<file path="config.mk">
export PLATFORM = sky130hd
export DESIGN_NAME = inst_fetch_buf_flat
export DESIGN_NICKNAME = d
export VERILOG_FILES = /design/src/rtl/inst_fetch_buf_pkg.sv /design/src/rtl/inst_fetch_buf_if.sv /design/src/rtl/inst_fetch_buf_mem.sv /design/src/rtl/inst_fetch_buf.sv /design/src/flat_wrapper.sv
export SDC_FILE = /design/constraint.sdc
export NUM_CORES = 1
export LEC_CHECK = 0
export ABC_CLOCK_PERIOD_IN_PS = 2700
export CAP_MARGIN = 0
export CORE_ASPECT_RATIO = 1.1
export CORE_MARGIN = 4
export CORE_UTILIZATION = 51
export CTS_BUF_LIST = sky130_fd_sc_hd__clkbuf_2 sky130_fd_sc_hd__clkbuf_4 sky130_fd_sc_hd__clkbuf_8
export CTS_CLUSTER_DIAMETER = 120
export DETAILED_ROUTE_END_ITERATION = 10
export PLACE_DENSITY = 0.78
export SKIP_LAST_GASP = 1
export SLEW_MARGIN = 30
export SYNTH_ARGS = -nofsm -noshare
export SYNTH_HDL_FRONTEND = slang
export SYNTH_SLANG_ARGS = --single-unit
</file>
<file path="constraint.sdc">
create_clock -name clk -period 2.7 [get_ports clk]
set_input_delay 0.405 -clock clk [delete_from_list [all_inputs] [get_ports clk]]
set_output_delay 0.405 -clock clk [all_outputs]
set_load 0.01 [all_outputs]
</file>
<file path="src/rtl/inst_fetch_buf_pkg.sv">
// Shared types and constants for the instruction fetch buffer.
// Latency: n/a. Backpressure: n/a.
package inst_fetch_buf_pkg;

  localparam int INST_ADDR_W = 32;
  localparam int INST_W      = 32;

  localparam logic [INST_ADDR_W-1:0] ZERO_WORD = '0;
  // Decode sees an all-zero word (MIPS sll $0,$0,0) whenever nothing is buffered.
  localparam logic [INST_W-1:0]      NOP_INST  = 32'h0000_0000;

  typedef struct packed {
    logic [INST_ADDR_W-1:0] pc;
    logic [INST_W-1:0]      inst;
  } fetch_entry_t;

endpackage

</file>
<file path="src/rtl/inst_fetch_buf_if.sv">
// Fetch-side and decode-side handshake bundle of the fetch buffer.
// Latency: n/a. Backpressure: if_ready towards fetch, id_ready from decode.
interface inst_fetch_buf_if
  import inst_fetch_buf_pkg::*;
#(
  parameter int DEPTH = 4
) ();

  localparam int AW = $clog2(DEPTH);

  logic [INST_ADDR_W-1:0] if_pc;
  logic [INST_W-1:0]      if_inst;
  logic                   if_valid;
  logic                   if_ready;
  logic [INST_ADDR_W-1:0] id_pc;
  logic [INST_W-1:0]      id_inst;
  logic                   id_valid;
  logic                   id_ready;
  logic                   flush;
  logic [AW:0]            count;

  modport master (
    output if_pc, if_inst, if_valid, id_ready, flush,
    input  if_ready, id_pc, id_inst, id_valid, count
  );

  modport slave (
    input  if_pc, if_inst, if_valid, id_ready, flush,
    output if_ready, id_pc, id_inst, id_valid, count
  );

endinterface

</file>
<file path="src/rtl/inst_fetch_buf_mem.sv">
// DEPTH-entry storage: one synchronous write port, one asynchronous read port, no reset.
// Latency: write visible on read port the cycle after. Backpressure: none.
module fetch_buf_mem
  import inst_fetch_buf_pkg::*;
#(
  parameter int DEPTH = 4,
  localparam int AW = $clog2(DEPTH)
) (
  input  logic         clk,
  input  logic         we_i,
  input  logic [AW-1:0] waddr_i,
  input  fetch_entry_t wdata_i,
  input  logic [AW-1:0] raddr_i,
  output fetch_entry_t rdata_o
);

  fetch_entry_t mem_q [DEPTH];

  always_ff @(posedge clk) begin
    if (we_i) begin
      mem_q[waddr_i] <= wdata_i;
    end
  end

  assign rdata_o = mem_q[raddr_i];

endmodule

</file>
<file path="src/rtl/inst_fetch_buf.sv">
// In-order buffer of fetched {pc, inst} pairs between imem read port and decode; flush empties it.
// Latency: 1 cycle accept-to-visible. Backpressure: registered if_ready, frees one cycle after a pop at full.
module inst_fetch_buf
  import inst_fetch_buf_pkg::*;
#(
  parameter int DEPTH = 4
) (
  input  logic              clk,
  input  logic              rst,
  inst_fetch_buf_if.slave   bus
);

  localparam int AW = $clog2(DEPTH);
  localparam logic [AW-1:0] PTR_ONE = AW'(1);
  localparam logic [AW:0]   CNT_ONE = (AW+1)'(1);
  localparam logic [AW:0]   CNT_FULL = (AW+1)'(DEPTH);

  logic [AW-1:0] wr_ptr_q, wr_ptr_d;
  logic [AW-1:0] rd_ptr_q, rd_ptr_d;
  logic [AW:0]   count_q, count_d;
  logic          if_ready_q, if_ready_d;
  logic          push, pop, not_empty;
  fetch_entry_t  wr_entry, rd_entry;

  assign not_empty = (count_q != '0);
  assign push      = bus.if_valid & if_ready_q & ~bus.flush;
  assign pop       = not_empty & bus.id_ready & ~bus.flush;

  always_comb begin
    wr_ptr_d   = wr_ptr_q;
    rd_ptr_d   = rd_ptr_q;
    count_d    = count_q;
    if_ready_d = if_ready_q;
    if (bus.flush) begin
      wr_ptr_d   = '0;
      rd_ptr_d   = '0;
      count_d    = '0;
      if_ready_d = 1'b1;
    end else begin
      // Power-of-two depth lets the pointers wrap by plain overflow.
      if (push) wr_ptr_d = wr_ptr_q + PTR_ONE;
      if (pop)  rd_ptr_d = rd_ptr_q + PTR_ONE;
      unique case ({push, pop})
        2'b10:   count_d = count_q + CNT_ONE;
        2'b01:   count_d = count_q - CNT_ONE;
        default: count_d = count_q;
      endcase
      if_ready_d = (count_d < CNT_FULL);
    end
  end

  // if_ready resets low so fetch cannot push until the first edge after reset release.
  always_ff @(posedge clk or negedge rst) begin
    if (!rst) begin
      wr_ptr_q   <= '0;
      rd_ptr_q   <= '0;
      count_q    <= '0;
      if_ready_q <= 1'b0;
    end else begin
      wr_ptr_q   <= wr_ptr_d;
      rd_ptr_q   <= rd_ptr_d;
      count_q    <= count_d;
      if_ready_q <= if_ready_d;
    end
  end

  assign wr_entry.pc   = bus.if_pc;
  assign wr_entry.inst = bus.if_inst;

  fetch_buf_mem #(
    .DEPTH (DEPTH)
  ) u_mem (
    .clk     (clk),
    .we_i    (push),
    .waddr_i (wr_ptr_q),
    .wdata_i (wr_entry),
    .raddr_i (rd_ptr_q),
    .rdata_o (rd_entry)
  );

  assign bus.id_valid = not_empty;
  assign bus.id_pc    = not_empty ? rd_entry.pc   : ZERO_WORD;
  assign bus.id_inst  = not_empty ? rd_entry.inst : NOP_INST;
  assign bus.if_ready = if_ready_q;
  assign bus.count    = count_q;

endmodule

</file>
<file path="src/flat_wrapper.sv">
// flat-port wrapper written by rule: the top's interface ports become plain ports
module inst_fetch_buf_flat import inst_fetch_buf_pkg::*;
#(
  parameter int DEPTH = 4
)
  (clk, rst, bus_if_pc, bus_if_inst, bus_if_valid, bus_id_ready, bus_flush, bus_if_ready, bus_id_pc, bus_id_inst, bus_id_valid, bus_count);
  inst_fetch_buf_if #(.DEPTH(DEPTH)) bus_i ();
  input  logic clk;
  input  logic rst;
  input wire logic [$bits(bus_i.if_pc)-1:0] bus_if_pc;
  input wire logic [$bits(bus_i.if_inst)-1:0] bus_if_inst;
  input wire logic [$bits(bus_i.if_valid)-1:0] bus_if_valid;
  input wire logic [$bits(bus_i.id_ready)-1:0] bus_id_ready;
  input wire logic [$bits(bus_i.flush)-1:0] bus_flush;
  output wire logic [$bits(bus_i.if_ready)-1:0] bus_if_ready;
  output wire logic [$bits(bus_i.id_pc)-1:0] bus_id_pc;
  output wire logic [$bits(bus_i.id_inst)-1:0] bus_id_inst;
  output wire logic [$bits(bus_i.id_valid)-1:0] bus_id_valid;
  output wire logic [$bits(bus_i.count)-1:0] bus_count;
  assign bus_i.if_pc = bus_if_pc;
  assign bus_i.if_inst = bus_if_inst;
  assign bus_i.if_valid = bus_if_valid;
  assign bus_i.id_ready = bus_id_ready;
  assign bus_i.flush = bus_flush;
  assign bus_if_ready = bus_i.if_ready;
  assign bus_id_pc = bus_i.id_pc;
  assign bus_id_inst = bus_i.id_inst;
  assign bus_id_valid = bus_i.id_valid;
  assign bus_count = bus_i.count;
  inst_fetch_buf #(.DEPTH(DEPTH)) u_core (.clk(clk), .rst(rst), .bus(bus_i));
endmodule
</file>
After elaboration in Yosys (flattened, before gate mapping):

Memory sizes are Yosys's and may differ from the RTL's.
Index checks and enable logic that the tools add are counted.

* register bits after elaboration: 8
* latch bits: 0
* memory bits (writable): 256
* ROM bits: 0
* input bits: 69
* output and inout port bits: 69
* logic and storage cells: 32
* memories kept: 1

Memories
* u_core.u_mem.mem_q: depth 4, bits a word 64, rd ports 1, clocked after memory_dff 0, write ports 1, RTL line inst_fetch_buf_mem.sv:17 `fetch_entry_t mem_q [DEPTH];`

* $add $sub $neg: 4
* multipliers: 0
* div/mod/pow operators: 0
* order comparisons: 1
* equal/unequal tests: 2
* shift operators: 0
* multiplexer cells: 12
* bitwise gates (word level): 5
* reductions and logical operators: 3

Operator list (number)
* two-way mux 32 bit: 2
* two-way mux 2 bit: 4
* two-way mux 3 bit: 2
* one-hot mux 3 bit (2 select lines): 1
* adder 2 x 1 -> 2 bit, second input constant: 2
* bitwise AND 1 bit: 4
* nonzero test 2 bit: 2
* adder 3 x 1 -> 3 bit, second input constant: 1
* < comparator 3 bit, second input constant: 1
* two-way mux 1 bit: 3
* nonzero test 3 bit: 1
* subtractor 3 x 1 -> 3 bit, second input constant: 1
* equality test 2 x 1 -> 1 bit, second input constant: 1
* equality test 2 bit, second input constant: 1
* inverter 1 bit: 1

Longest topological paths before layout:

Gate-level depths: netlist of the first run.

* depth in word-level cells: 8
* gate-level depth with buffers: 9
* mapped depth without buffers: 9

Hierarchy:

From an unflattened synthesis of the first run, not the netlist that was laid out.

* cell total of the unflattened synthesis: 455
* area, all modules: 10274.9 um2

By module, submodules not included
* fetch_buf_mem: instances 1, cells an instance 338, area an instance 9341.5 um2, seq. area each 7687.4 um2
* inst_fetch_buf: instances 1, cells an instance 117, area an instance 933.4 um2, seq. area each 200.2 um2

Worst setup path after synthesis of the first run:

No wires, ideal clock.

* path kind: in2reg
* start: in bus_flush
* end: mem u_core.u_mem.mem_q[2][0] in the netlist's numbering, enable pin
* setup time: 429 ps
* arrival: 2372 ps
* data required time: 2271 ps
* path slack: -101 ps
* stages: 3
* path buffers: 1
* cells stage by stage: clkbuf_1 nor2_1 and2_1

* cells in the longest elaborated chain, start to end: 4

RTL lines
* from (decl): RTL line flat_wrapper.sv:14 `input wire logic [$bits(bus_i.flush)-1:0] bus_flush;`
* inverter 1 bit: RTL line inst_fetch_buf.sv:26 `assign push = bus.if_valid & if_ready_q & ~bus.flush;`
* bitwise AND 1 bit: RTL line inst_fetch_buf.sv:26
* two-way mux 1 bit: RTL line inst_fetch_buf_mem.sv:20 `if (we_i) begin`
* two-way mux 1 bit (not written as such): RTL line inst_fetch_buf_mem.sv:21 `mem_q[waddr_i] <= wdata_i;`
* to (decl): RTL line inst_fetch_buf_mem.sv:17

Every way passes these cells.

Worst setup path after layout of the first run:

* start: reg u_core.rd_ptr_q[0]
* end: out bus_id_inst[29]

* cells in the longest elaborated chain, start to end: 2

RTL lines
* from (decl): RTL line inst_fetch_buf.sv:19 `logic [AW-1:0] rd_ptr_q, rd_ptr_d;`
* from (signal assigned): RTL line inst_fetch_buf.sv:61 `rd_ptr_q <= rd_ptr_d;`
* memory (4 x 64 bit)
* two-way mux 32 bit: RTL line inst_fetch_buf.sv:83 `assign bus.id_inst = not_empty ? rd_entry.inst : NOP_INST;`
* to (decl): RTL line flat_wrapper.sv:17 `output wire logic [$bits(bus_i.id_inst)-1:0] bus_id_inst;`

Every way passes these cells.

==> results.yml, run 1 <==
status:
  outcome: "finished, final reports clean"
die:
  coreArea_um2: 19400
  die_h_um: 156
  dieArea_um2: 22300
  pin_count: 138
  fp.dieW_um: 143
  initial_core_util: 0.526
  rows: 53
timing:
  setup_viol: 0
  fin_setup_tns_ns: 0
  setup_slack_ns: 0.0212
  hold_viol: 0
  relSlewSlack: 0.721
  fin_crit_ns: 2.68
  rsz0062_at_grt: "yes"
  fmax_mhz: 373
  timing.final.crit_share: 0.992
  final-max-slew-violation-count: 0
  tightest_slew_ns: 0.413
  clock_skew_ns: 0.0162
synth:
  synthesis.area_um2: 10200
  synth_nets: 538
  netlist_instances: 461
  ys_async_sr_fraction: 0.0303
  yosysMostFrequentCell: "edfxtp_1"
  synth-seq-cells: 264
  yosysSeqAreaShare: 0.774
  ys_warn_count: 0
  synth_area_per_cell_um2: 22.1
  ys_types: 22
  synth_edf_count: 256
  synthFlopType: "edfxtp_1"
  synth_commonest_cells: "edfxtp_1 (256), and2_1 (68), mux4_2 (64), clkbuf_1 (9)"
  netlist_top_cells_area: "edfxtp_1 (75%), mux4_2 (14%), and2_1 (4.2%), dfrtp_1 (2.0%), ha_1 (0.98%)"
  yosysTopAreaCell: "edfxtp_1"
  yosysTopAreaCellShare: 0.755
worst_setup_path:
  crit_fanout: 9
  arrival_ns: 2.27
  cp.required_ns: 2.30
  critPathLaunchType: "register"
  crit_path_end_kind: "output port"
  timing_worst_setup_path_type: "reg -> out"
layout:
  design_area_um2: 13000
  diodes: 0
  fin_nets: 739
  area_growth_syn_to_layout_pct: 27.8
  layout-drive-gt1-share: 0.323
pwr:
  power_leakage_nw: 4.63
  pwr_density_cell_nw_per_um2: 628
  p_sw_w: 0.00164
  switching_share: 0.201
  seq_power_share: 0.567
  vdd_drop_max_v: 0.000345
  p_comb_frac: 0.057
  clkPwrFrac: 0.375
  p_int_w: 0.00653
clocking:
  cts_root_buf: "clkbuf_8"
  cts_tree: "yes"
  htree_levels: 2
  insertion_delay_ns: 0.52
  clk_pin_slew_ns: 0.06
  cts_buffer_depth: 3
  cts_sinks: 264
  cts_buffers: 40
routing:
  drtPass1Iterations: 4
  vias_per_cell: 5.49
  drt_first_iter_violations: 322
  remaining_drc_errors: 0
  ant_nets: 0
  route.detailed.wl_per_inst_um: 21.4
  dr_total_vias: 5156
  drt-total-wl_um: 20100
placed_design:
  numPortBuffers: 137
  pre_cts_ws_ns: -0.0703
  hpwl_um: 11800
  place_area_um2: 12100
  globalplace.congestion: 0.761
global_routing:
  grt_pass1_wl_um: 31300
  grt_max_degree: 43
  grt_overflow: 0
  grt_usage: 0.185
  antenna_found_initial: 1
  grt_pass1_vias: 5691
min_path:
  hold_class: "in -> async"
run:
  max-cap-violations: 0
layer usage:
metal | share of wire | GRT usage
met5 | 0.00065 | 0
met4 | 0.024 | 0.0593
met3 | 0.053 | 0.0388
met2 | 0.54 | 0.329
met1 | 0.38 | 0.229
path summary, 6_finish.rpt:
path / from / to / slack, ns / depth (start not counted)
min in group clk: bus_if_valid / u_core.wr_ptr_q[1] / 0.49 / 3
max in group asynchronous: rst / u_core.rd_ptr_q[0] / 2.22 / 1
hold reg to reg: u_core.bus.if_ready / u_core.wr_ptr_q[1] / 0.57 / 2
setup reg to reg: u_core.bus.count[1] / u_core.bus.count[2] / 0.18 / 8
setup / recovery: u_core.rd_ptr_q[0] / bus_id_inst[29] / 0.02 / 6
hold / removal: rst / u_core.rd_ptr_q[1] / 0.17 / 1
logic make-up after synthesis:
family,share of synthesized area
AOI/OAI and AO/OA,0.00356
xor gates and xnor gates,0.00344
adders and majority gates,0.00983
buffers and inverters,0.0142
DFF,0.774
muxes,0.145
and+or+nand+nor,0.0500
repair_timing:
| item | in CTS | in global routing |
|---|---|---|
| setup buffers | 13 | 6 |
| endpoints found under the setup margin | 64 | 54 |
| hold buffers | 0 | 0 |
| gates resized for setup | 93 | 70 |
| gates cloned | 5 | 0 |
placed cells by master (no fill, tap or decap), types with 4 or more instances in the layout:
master	n
and2_1	55
clkdlybuf4s50_1	73
dlygate4sd2_1	18
and2_4	13
dlymetal6s2s_1	9
clkinv_1	11
nand2_1	4
buf_16	5
a21oi_1	4
edfxtp_1	256
clkbuf_4	16
buf_4	23
nor2_1	8
buf_2	8
dfrtp_1	6
ha_1	8
buf_12	14
mux4_2	64
inv_1	4
clkbuf_8	42
clkbuf_2	26
flip-flops by register name (all words and copies together), names as in the netlist:
register / cells
u_core.u_mem.mem_q: 256
u_core.rd_ptr_q: 2
u_core.wr_ptr_q: 2
u_core.bus.count: 3
u_core.bus.if_ready: 1
power by group through the flow:
stage	Combinational (W)	Sequential, W	Clock, W
2_1_floorplan	0.000188	0.00471	0
3_3_place_gp	0.000438	0.00471	0
3_5_place_dp	0.000453	0.00472	0
4_1_cts	0.000472	0.00464	0.00314
5_1_grt	0.000504	0.00464	0.00335
6_report	0.000468	0.00464	0.00307
final cells by class:
type,count,area (um^2)
Fill cell,1297,6350
Inverter,4,15.0
Multi-Input combinational cell,171,2200
Clock inverter,15,66.3
Clock buffer,58,698
Sequential cell,264,7900
Tap cell,247,309
Timing Repair Buffer,181,1840
critical path: stages, from the launching register on:
cell	delay [ns]
dfrtp_4	0.52
buf_12	0.14
buf_4	0.14
buf_16	0.15
mux4_2	0.41
and2_4	0.17
clkdlybuf4s15_1	0.22
per-stage QoR:
step / util / total power (W) / hold slack, ns / instances
final: 0.672 / 0.00817 / 0.170 / 940
after global routing: 0.672 / 0.00849 / 0.159 / 940
after CTS: 0.673 / 0.00825 / 0.141 / 934
after detailed placement: 0.623 / 0.00517 / 0.551 / 843
after global placement: 0.623 / 0.00515 / 0.549 / 843
after floorplan: - / 0.00490 / 0.109 / 461
(Power assumes the default switching activity.)
==> run 2, diff against run 1 <==
--- a/config.mk
+++ b/config.mk
@@ -11,3 +11,3 @@
 export CORE_MARGIN = 4
-export CORE_UTILIZATION = 51
+export CORE_UTILIZATION = 59
 export CTS_BUF_LIST = sky130_fd_sc_hd__clkbuf_2 sky130_fd_sc_hd__clkbuf_4 sky130_fd_sc_hd__clkbuf_8
@@ -15,2 +15,3 @@
 export DETAILED_ROUTE_END_ITERATION = 10
+export DONT_BUFFER_PORTS = 1
 export PLACE_DENSITY = 0.78
==> constraint.sdc (replaced) <==
create_clock -name clk -period 2.7 [get_ports clk]
set_input_delay 0.27 -clock clk [delete_from_list [all_inputs] [get_ports clk]]
set_output_delay 0.27 -clock clk [all_outputs]
set_load 0.01 [all_outputs]
==> run 2 against run 1 <==
Effect of this change:
- flip-flop and latch count unchanged
- register-to-register slack lost 0.09 ns
- global-route usage is 1.4 points higher
- sequential power barely moved
- design area fell by 7.8%
- utilization grew 3.3 points
- count of clock-buffer cells in the layout decreased by 1
- wire length fell by 7.2%
- worst setup slack gained 0.070 ns
==> results.yml, run 2 (synthesis gave the netlist of run 1 again) <==
timing:
  clock_skew_ns: 0.0200
  tightest_slew_ns: 0.645
  rsz0062_at_grt: "no"
  fmax_mhz: 383
  setup_slack_ns: 0.0913
  setup_viol: 0
  relSlewSlack: 0.570
  timing.final.crit_share: 0.966
  final-max-slew-violation-count: 0
  fin_setup_tns_ns: 0
  fin_crit_ns: 2.61
  hold_viol: 0
layout:
  multi_input_area_um2: 2170
  register_area_um2: 7900
  largest_reg_flops: 256
  layout_common_cells: "edfxtp_1 (256), dlygate4sd3_1 (67), mux4_2 (64), and2_1 (64), clkbuf_8 (41)"
  area_growth_syn_to_layout_pct: 17.7
  layout-drive-gt1-share: 0.258
  fin_nets: 641
  utilization: 0.705
  nFillCells: 1046
  final_common_cell: "edfxtp_1"
  regMostFlops: "u_core.u_mem.mem_q"
  diodes: 0
routing:
  route.detailed.wl_per_inst_um: 22.6
  drtPass1Iterations: 4
  dr_total_vias: 4728
  remaining_drc_errors: 0
  ant_nets: 0
  vias_per_cell: 5.72
  drt-total-wl_um: 18700
  drt_first_iter_violations: 266
global_routing:
  grt_pass1_vias: 5257
  grt_max_degree: 66
  grt_usage: 0.200
  antenna_found_initial: 2
  grt_pass1_wl_um: 30000
  grt_overflow: 0
worst_setup_path:
  path_cells: "o31ai_2, nor2_1, ha_1, xor2_1, ha_1, a21oi_1, mux2_2, mux2_2"
  crit_path_end_kind: "register"
  critPathTopFamily: "multiplexers"
  rrSetupSlack_ns: 0.09
  timing.rr.end: "u_core.bus.count[2]"
  crit_fanout: 7
  critPathLaunchType: "register"
  slowest_stage: "dfrtp_1"
  ff2ff_path_depth: 8
  arrival_ns: 3.00
  slowest_delay_ns: 0.50
  r2r-start: "u_core.bus.count[1]"
  cp.required_ns: 3.09
  cp.buffers_inverters: 0
  timing_worst_setup_path_type: "reg -> reg"
run:
  max-cap-violations: 0
clocking:
  cts_buffer_depth: 3
  cts_tree: "yes"
  cts_sinks: 264
  post_cts_buffers: 0
  insertion_delay_ns: 0.51
  cts_buffers: 41
  cts_root_buf: "clkbuf_8"
  htree_levels: 2
  clk_pin_slew_ns: 0.06
pwr:
  pwr_density_cell_nw_per_um2: 677
  p_total_w: 0.00812
  power_leakage_nw: 3.88
  vdd_drop_max_v: 0.000548
min_path:
  min_from: "bus_id_ready"
  hold_class: "in -> reg"
  hold-path-cell-count: 3
  holdPathEnd: "u_core.rd_ptr_q[0]"
placed_design:
  globalplace.congestion: 0.731
  pre_cts_ws_ns: 0.102
  numPortBuffers: 0
  hpwl_um: 10400
die:
  die_h_um: 146
  coreArea_um2: 17000
  pin_count: 138
  rows: 50
  dieArea_um2: 19400
  fp.dieW_um: 133
  initial_core_util: 0.599
status:
  outcome: "finished, final reports clean"
## run 2: worst max-delay path by stage
| stage | start | endpoint | slack, ns | cells after the start |
|---|---|---|---|---|
| floorplan | u_core.bus.if_ready | u_core.u_mem.mem_q[2][0] | 0.008 | 3 |
| global placement | u_core.bus.count[1] | u_core.bus.count[2] | 0.28 | 8 |
| detailed placement | u_core.bus.count[1] | u_core.bus.count[2] | 0.10 | 8 |
| CTS | u_core.bus.count[1] | u_core.bus.count[2] | 0.05 | 8 |
| global route | u_core.bus.count[1] | u_core.bus.count[2] | 0.007 | 8 |
| finish | u_core.bus.count[1] | u_core.bus.count[2] | 0.09 | 8 |
## run 2: area by class of cell
class | instances | share of cell area
Clock inverter | 14 | 0.00730
Sequential cell | 264 | 0.658
Clock buffer | 57 | 0.0571
Tap cell | 234 | 0.0244
Inverter | 4 | 0.00125
Multi-Input combinational cell | 171 | 0.181
Timing Repair Buffer | 82 | 0.0705
## run 2: per-layer routing
layer / GRT usage / up-vias / part of all wire
li1: - / 2068 / -
met5: 0 / - / 0.00064
met2: 0.335 / 178 / 0.52
met1: 0.258 / 2448 / 0.39
met3: 0.0588 / 32 / 0.075
met4: 0.0566 / 2 / 0.019
## run 2: worst register-to-register path: stages, from the launching register on
cell	delay, ns
dfrtp_1	0.50
o31ai_2	0.40
nor2_1	0.14
ha_1	0.26
xor2_1	0.16
ha_1	0.19
a21oi_1	0.17
mux2_2	0.40
mux2_2	0.28
## run 2: what timing repair did
| item | 4_1_cts | 5_1_grt |
|---|---|---|
| hold buffers | 67 | 0 |
| gates resized for setup | 0 | 1 |
| hold endpoints to repair | 271 | 0 |
| setup endpoints to repair | 0 | 1 |
## run 2: where the power goes
group	internal [W]	switching, W
logic	0.000177	0.000195
registers	0.00461	0.0000262
clock network	0.00173	0.00138
## run 2: metrics by stage
step | hold slack, ns | area, um^2 | cells
floorplan | -0.0256 | 10200 | 461
global placement | -0.0253 | 10500 | 688
detailed placement | -0.0253 | 10500 | 688
CTS | 0.0312 | 12000 | 826
global route | 0.0412 | 12000 | 826
finish | 0.0368 | 12000 | 826
